**src/rtl/sdram_port_master.sv**
```systemverilog
// rtl/sdram_port_master.sv - SDRAM user-port initiator: round-robin burst requests, ack tracking, frame address stepping
module sdram_port_master #(
  parameter logic [9:0]  BURST      = 10'd512,
  parameter logic [23:0] ADDR_MIN   = 24'd0,
  parameter logic [23:0] ADDR_MAX   = 24'd786432,
  parameter logic [10:0] FIFO_DEPTH = 11'd1024,
  parameter int          RD_LAT     = 2
) (
  input  logic        clk,
  input  logic        rst_n,
  input  logic        sdram_init_done,
  input  logic        wr_load,
  input  logic        rd_load,
  input  logic        rd_enable,
  input  logic [10:0] wr_fifo_level,
  input  logic [10:0] rd_fifo_level,
  output logic        wr_fifo_rd_en,
  output logic        rd_fifo_wr_en,
  output logic        sdram_wr_req,
  input  logic        sdram_wr_ack,
  output logic [23:0] sdram_wr_addr,
  output logic [9:0]  sdram_wr_burst,
  output logic        sdram_rd_req,
  input  logic        sdram_rd_ack,
  output logic [23:0] sdram_rd_addr,
  output logic [9:0]  sdram_rd_burst
);

  localparam logic [2:0] S_IDLE   = 3'd0;
  localparam logic [2:0] S_WR_REQ = 3'd1;
  localparam logic [2:0] S_WR_ACK = 3'd2;
  localparam logic [2:0] S_RD_REQ = 3'd3;
  localparam logic [2:0] S_RD_ACK = 3'd4;

  localparam logic GRANT_WR = 1'b0;
  localparam logic GRANT_RD = 1'b1;

  logic [2:0]  state;
  logic [23:0] wr_addr;
  logic [23:0] rd_addr;
  logic        last_grant;
  logic        wr_load_pend;
  logic        rd_load_pend;
  logic        wr_ok;
  logic        rd_ok;
  logic [24:0] wr_addr_inc;
  logic [24:0] rd_addr_inc;
  logic [23:0] wr_addr_step;
  logic [23:0] rd_addr_step;
  logic        rd_push_src;

  // Read room is checked as level + BURST <= depth so an over-full level cannot underflow.
  assign wr_ok = sdram_init_done && (wr_fifo_level >= {1'b0, BURST});
  assign rd_ok = sdram_init_done && rd_enable &&
                 (({1'b0, rd_fifo_level} + {2'b00, BURST}) <= {1'b0, FIFO_DEPTH});

  assign wr_addr_inc  = {1'b0, wr_addr} + {15'd0, BURST};
  assign rd_addr_inc  = {1'b0, rd_addr} + {15'd0, BURST};
  assign wr_addr_step = (wr_addr_inc >= {1'b0, ADDR_MAX}) ? ADDR_MIN : wr_addr_inc[23:0];
  assign rd_addr_step = (rd_addr_inc >= {1'b0, ADDR_MAX}) ? ADDR_MIN : rd_addr_inc[23:0];

  assign sdram_wr_addr  = wr_addr;
  assign sdram_rd_addr  = rd_addr;
  assign sdram_wr_burst = BURST;
  assign sdram_rd_burst = BURST;

  // Strobes only follow acks that belong to a burst this block requested.
  assign wr_fifo_rd_en = sdram_wr_ack && ((state == S_WR_REQ) || (state == S_WR_ACK));
  assign rd_push_src   = sdram_rd_ack && ((state == S_RD_REQ) || (state == S_RD_ACK));

  always_ff @(posedge clk or negedge rst_n) begin
    if (!rst_n) begin
      state        <= S_IDLE;
      wr_addr      <= ADDR_MIN;
      rd_addr      <= ADDR_MIN;
      last_grant   <= GRANT_RD;
      wr_load_pend <= 1'b0;
      rd_load_pend <= 1'b0;
      sdram_wr_req <= 1'b0;
      sdram_rd_req <= 1'b0;
    end else begin
      if (wr_load && (state != S_WR_ACK)) wr_addr <= ADDR_MIN;
      if (rd_load && (state != S_RD_ACK)) rd_addr <= ADDR_MIN;
      case (state)
        S_IDLE: begin
          if (wr_ok && (!rd_ok || (last_grant == GRANT_RD))) begin
            state        <= S_WR_REQ;
            sdram_wr_req <= 1'b1;
            if (rd_ok) last_grant <= GRANT_WR;
          end else if (rd_ok) begin
            state        <= S_RD_REQ;
            sdram_rd_req <= 1'b1;
            if (wr_ok) last_grant <= GRANT_RD;
          end
        end
        S_WR_REQ: begin
          if (sdram_wr_ack) begin
            sdram_wr_req <= 1'b0;
            wr_load_pend <= wr_load;
            state        <= S_WR_ACK;
          end else if (wr_load) begin
            sdram_wr_req <= 1'b0;
            state        <= S_IDLE;
          end
        end
        S_WR_ACK: begin
          if (!sdram_wr_ack) begin
            wr_addr      <= (wr_load_pend || wr_load) ? ADDR_MIN : wr_addr_step;
            wr_load_pend <= 1'b0;
            state        <= S_IDLE;
          end else if (wr_load) begin
            wr_load_pend <= 1'b1;
          end
        end
        S_RD_REQ: begin
          if (sdram_rd_ack) begin
            sdram_rd_req <= 1'b0;
            rd_load_pend <= rd_load;
            state        <= S_RD_ACK;
          end else if (rd_load) begin
            sdram_rd_req <= 1'b0;
            state        <= S_IDLE;
          end
        end
        S_RD_ACK: begin
          if (!sdram_rd_ack) begin
            rd_addr      <= (rd_load_pend || rd_load) ? ADDR_MIN : rd_addr_step;
            rd_load_pend <= 1'b0;
            state        <= S_IDLE;
          end else if (rd_load) begin
            rd_load_pend <= 1'b1;
          end
        end
        default: state <= S_IDLE;
      endcase
    end
  end

  generate
    if (RD_LAT == 0) begin : g_no_lat
      assign rd_fifo_wr_en = rd_push_src;
    end else begin : g_lat
      logic [RD_LAT-1:0] rd_pipe;
      always_ff @(posedge clk or negedge rst_n) begin
        if (!rst_n) begin
          rd_pipe <= '0;
        end else begin
          rd_pipe[0] <= rd_push_src;
          for (int i = 1; i < RD_LAT; i++) rd_pipe[i] <= rd_pipe[i-1];
        end
      end
      assign rd_fifo_wr_en = rd_pipe[RD_LAT-1];
    end
  endgenerate

endmodule

```
**config.mk**
```make
export PLATFORM = sky130hd
export DESIGN_NAME = sdram_port_master
export DESIGN_NICKNAME = d
export VERILOG_FILES = /design/src/rtl/sdram_port_master.sv
export SDC_FILE = /design/constraint.sdc
export NUM_CORES = 1
export LEC_CHECK = 0
export CORE_ASPECT_RATIO = 1.2
export CORE_UTILIZATION = 48
export CTS_BUF_LIST = sky130_fd_sc_hd__clkbuf_8
export DETAILED_ROUTE_END_ITERATION = 10
export PLACE_DENSITY = 0.83
export SLEW_MARGIN = 10
export SYNTH_ARGS = -nofsm -noshare
export SYNTH_HDL_FRONTEND = slang
export SYNTH_SLANG_ARGS = --single-unit
```
**constraint.sdc**
```tcl
create_clock -name clk -period 2.8 [get_ports clk]
set_input_delay 0.56 -clock clk [delete_from_list [all_inputs] [get_ports clk]]
set_output_delay 0.56 -clock clk [all_outputs]
set_load 0.01 [all_outputs]
```
==> metrics <==
Antenna diodes 0; pin count of the biggest net entering global routing 26; CTS buffer count 9; Main synth FF type dfrtp_1; worst slew pin tran 0.577 ns; wire length on met3 337 um; Startpoint Class input port; htree depth 3; CTS clock-pin slew for the worst setup and hold paths 0.06 ns; pwr dens 530 nW/um2; worst setup path startpoint rd_load; met1 WL 2970 um; layout cells sized above 1 12.6%; Post-Syn Area 3190 um2; Initial Utilization 49.5%; gr ovfl total 0; root buffer cell clkbuf_8; WL per Instance 13.5 um; most frequent cells in the layout clkdlybuf4s50_1 (71), dfrtp_1 (57), nand2_1 (31); commonest non-fill, non-tap cell in the layout clkdlybuf4s50_1; Final min period 2.51 ns; DR top layer met4; Area Overhead vs Synth 29.9%; Worst Path Max Fanout 5; vias in the first global route 2,522; Storage cell area 1450 um2; Synth Instances 332; Max-Cap Viols 0; worst hold slack 0.223 ns; Worst VDD drop 352 uV; initial antenna violation count 0; worst path arrival time 2.78 ns; 1st-iter DRT viols 154; top cells by area, synth dfrtp_1 (45%), buf_4 (4.7%), nand2_1 (3.6%); HPWL after DPL 4820 um; Post-synth EDFFs 0; CTS tree yes; Via-to-Cell Ratio 5.37; Nets 447; wirelength, routed 6780 um; critical setup path kind in -> reg; Min-Delay Path Class in -> async; Die Area 6980 um2; Die Span X 76.4 um; register area share after synthesis 45.5%; Design Area, Final 4150 um2; #FFs+latches synth 58; endpoints failing setup 0; Multi-input gate area 1570 um2; clk_skew 0.00612 ns; Reg2Reg Setup Slack 0.33 ns; Hold Vio Cnt, Final 0; Pins Over Slew Limit 0; Critical Path RT 3.07 ns; via count 2,707; first-pass GRT wire length 11,400 um; CTS sink cnt 58; filler instances 549; # IOs 102; GP Congestion 0.844; share of the synthesized area in the top cell type 44.7%; f_max 0.398 GHz; R2R depth 7; Pre-antenna DRT Iters 4; clk_lat worst skew 0.33 ns; PortBufs 72; Placement Rows 32; synthesized area per cell 9.61 um2; Final Cycle Share 89.7%; met2 routed WL 3340 um; Pwr Total 2200 uW; reg-to-reg startpoint sdram_wr_addr[9]; Crit. End Element flip-flop; Global Route Usage Sum 20.6%; die height 91.3 um; Cell Area, Placed 3970 um2; CTS max path bufs 2; drc violations 0; Rel. slew slack 61.5%; ANT nets after route 0; CORE AREA 6450 um2; Distinct cells, synth 60; Synth area leader dfrtp_1; outcome completed; async set-reset flop share out of synthesis 100%; Static Leak 0.00185 uW; yosys warns 0; R2R Path End sdram_wr_addr[5]; unrepaired setup endpoints after global routing no
## through the flow
step | setup WS [ns] | TNS, ns | util (%) | std cells
after floorplan | 0.568 | 0 | - | 350
after global placement | 0.000200 | 0 | 61.6 | 488
after detailed placement | -0.0433 | -0.265 | 61.6 | 488
after CTS | 0.243 | 0 | 64.3 | 504
after global routing | 0.0741 | 0 | 64.3 | 504
final | 0.289 | 0 | 64.3 | 504
## timing repair
item	4_1_cts	5_1_grt
resized for setup	0	1
setup buffers	0	0
hold buffers	0	0
endpoints found under the setup margin	0	5
## where the power goes
group          switching [uW]  internal (uW)  total [uW]
clock network             313            358         670
logic                     311            251         561
registers                57.6            907         965
total                     681           1520        2200
## Yosys cell counts, types with 2 or more instances
| master | number |
|---|---|
| and2_1 | 18 |
| nor3_1 | 11 |
| a21oi_1 | 14 |
| ha_1 | 3 |
| nor2b_1 | 10 |
| or4_1 | 2 |
| or3_1 | 6 |
| nor4_1 | 8 |
| a21o_1 | 14 |
| nand4_1 | 6 |
| a211oi_1 | 2 |
| nor3b_1 | 3 |
| or2_2 | 5 |
| o31ai_1 | 6 |
| xnor2_1 | 6 |
| mux2_2 | 2 |
| dfrtp_1 | 57 |
| buf_4 | 20 |
| clkbuf_1 | 7 |
| a211o_1 | 4 |
| a211oi_2 | 7 |
| conb_1 | 2 |
| a31oi_1 | 2 |
| buf_2 | 3 |
| inv_1 | 8 |
| nand3_1 | 15 |
| o21ai_0 | 10 |
| nor2_1 | 13 |
| o21bai_1 | 2 |
| nand2b_1 | 6 |
| nand2_1 | 31 |
## how the worst max path moves through the flow
stage                             end  cells after the start  slack (ns)
floorplan           sdram_rd_addr[11]                      7        0.57
global placement    sdram_rd_addr[15]                      8      0.0002
detailed placement  sdram_rd_addr[12]                      8       -0.04
CTS                  sdram_wr_addr[5]                      7        0.24
global route         sdram_wr_addr[5]                      7        0.07
finish              sdram_rd_addr[11]                      8        0.29
## per-layer routing
| layer | track usage [%] | vias to the layer above |
|---|---|---|
| li1 | - | 1316 |
| met5 | 0 | - |
| met4 | 10.6 | 0 |
| met3 | 5.03 | 13 |
| met2 | 33.8 | 90 |
| met1 | 25.0 | 1288 |
## sequential cells by signal, indices dropped and copies added, names as in the netlist
| name | flops |
|---|---|
| state | 3 |
| last_grant | 1 |
| g_lat.rd_pipe | 2 |
| rd_load_pend | 1 |
| sdram_wr_addr | 24 |
| sdram_wr_req | 1 |
| sdram_rd_addr | 24 |
| wr_load_pend | 1 |
| sdram_rd_req | 1 |
## critical path: stages
cell and delay [ns]:
clkdlybuf4s50_1 0.42, or3_2 0.50, a311o_1 0.34, a311oi_2 0.26
o2111ai_2 0.23, buf_4 0.22, a211oi_2 0.15, a21o_1 0.11
## final cells by class
class	count	area share [%]
clock inverter	5	0.543
inverter	8	0.724
tap	85	2.56
sequential	58	35.0
timing repair buffer	85	19.6
clock buffer	11	3.65
multi-input combinational	252	37.9
## kinds of logic after synthesis
family,Yosys count,synth area share [%]
buffers and inverters,40,7.45
AND/OR/NAND/NOR,144,24.7
adder cells (fa/ha/maj),3,1.18
other,2,0.235
XOR/XNOR,7,1.92
multiplexers,2,0.706
AO/OA/AOI/OAI,76,18.3
flip-flops,58,45.5
No activity file was read; power rests on OpenSTA's default activity.
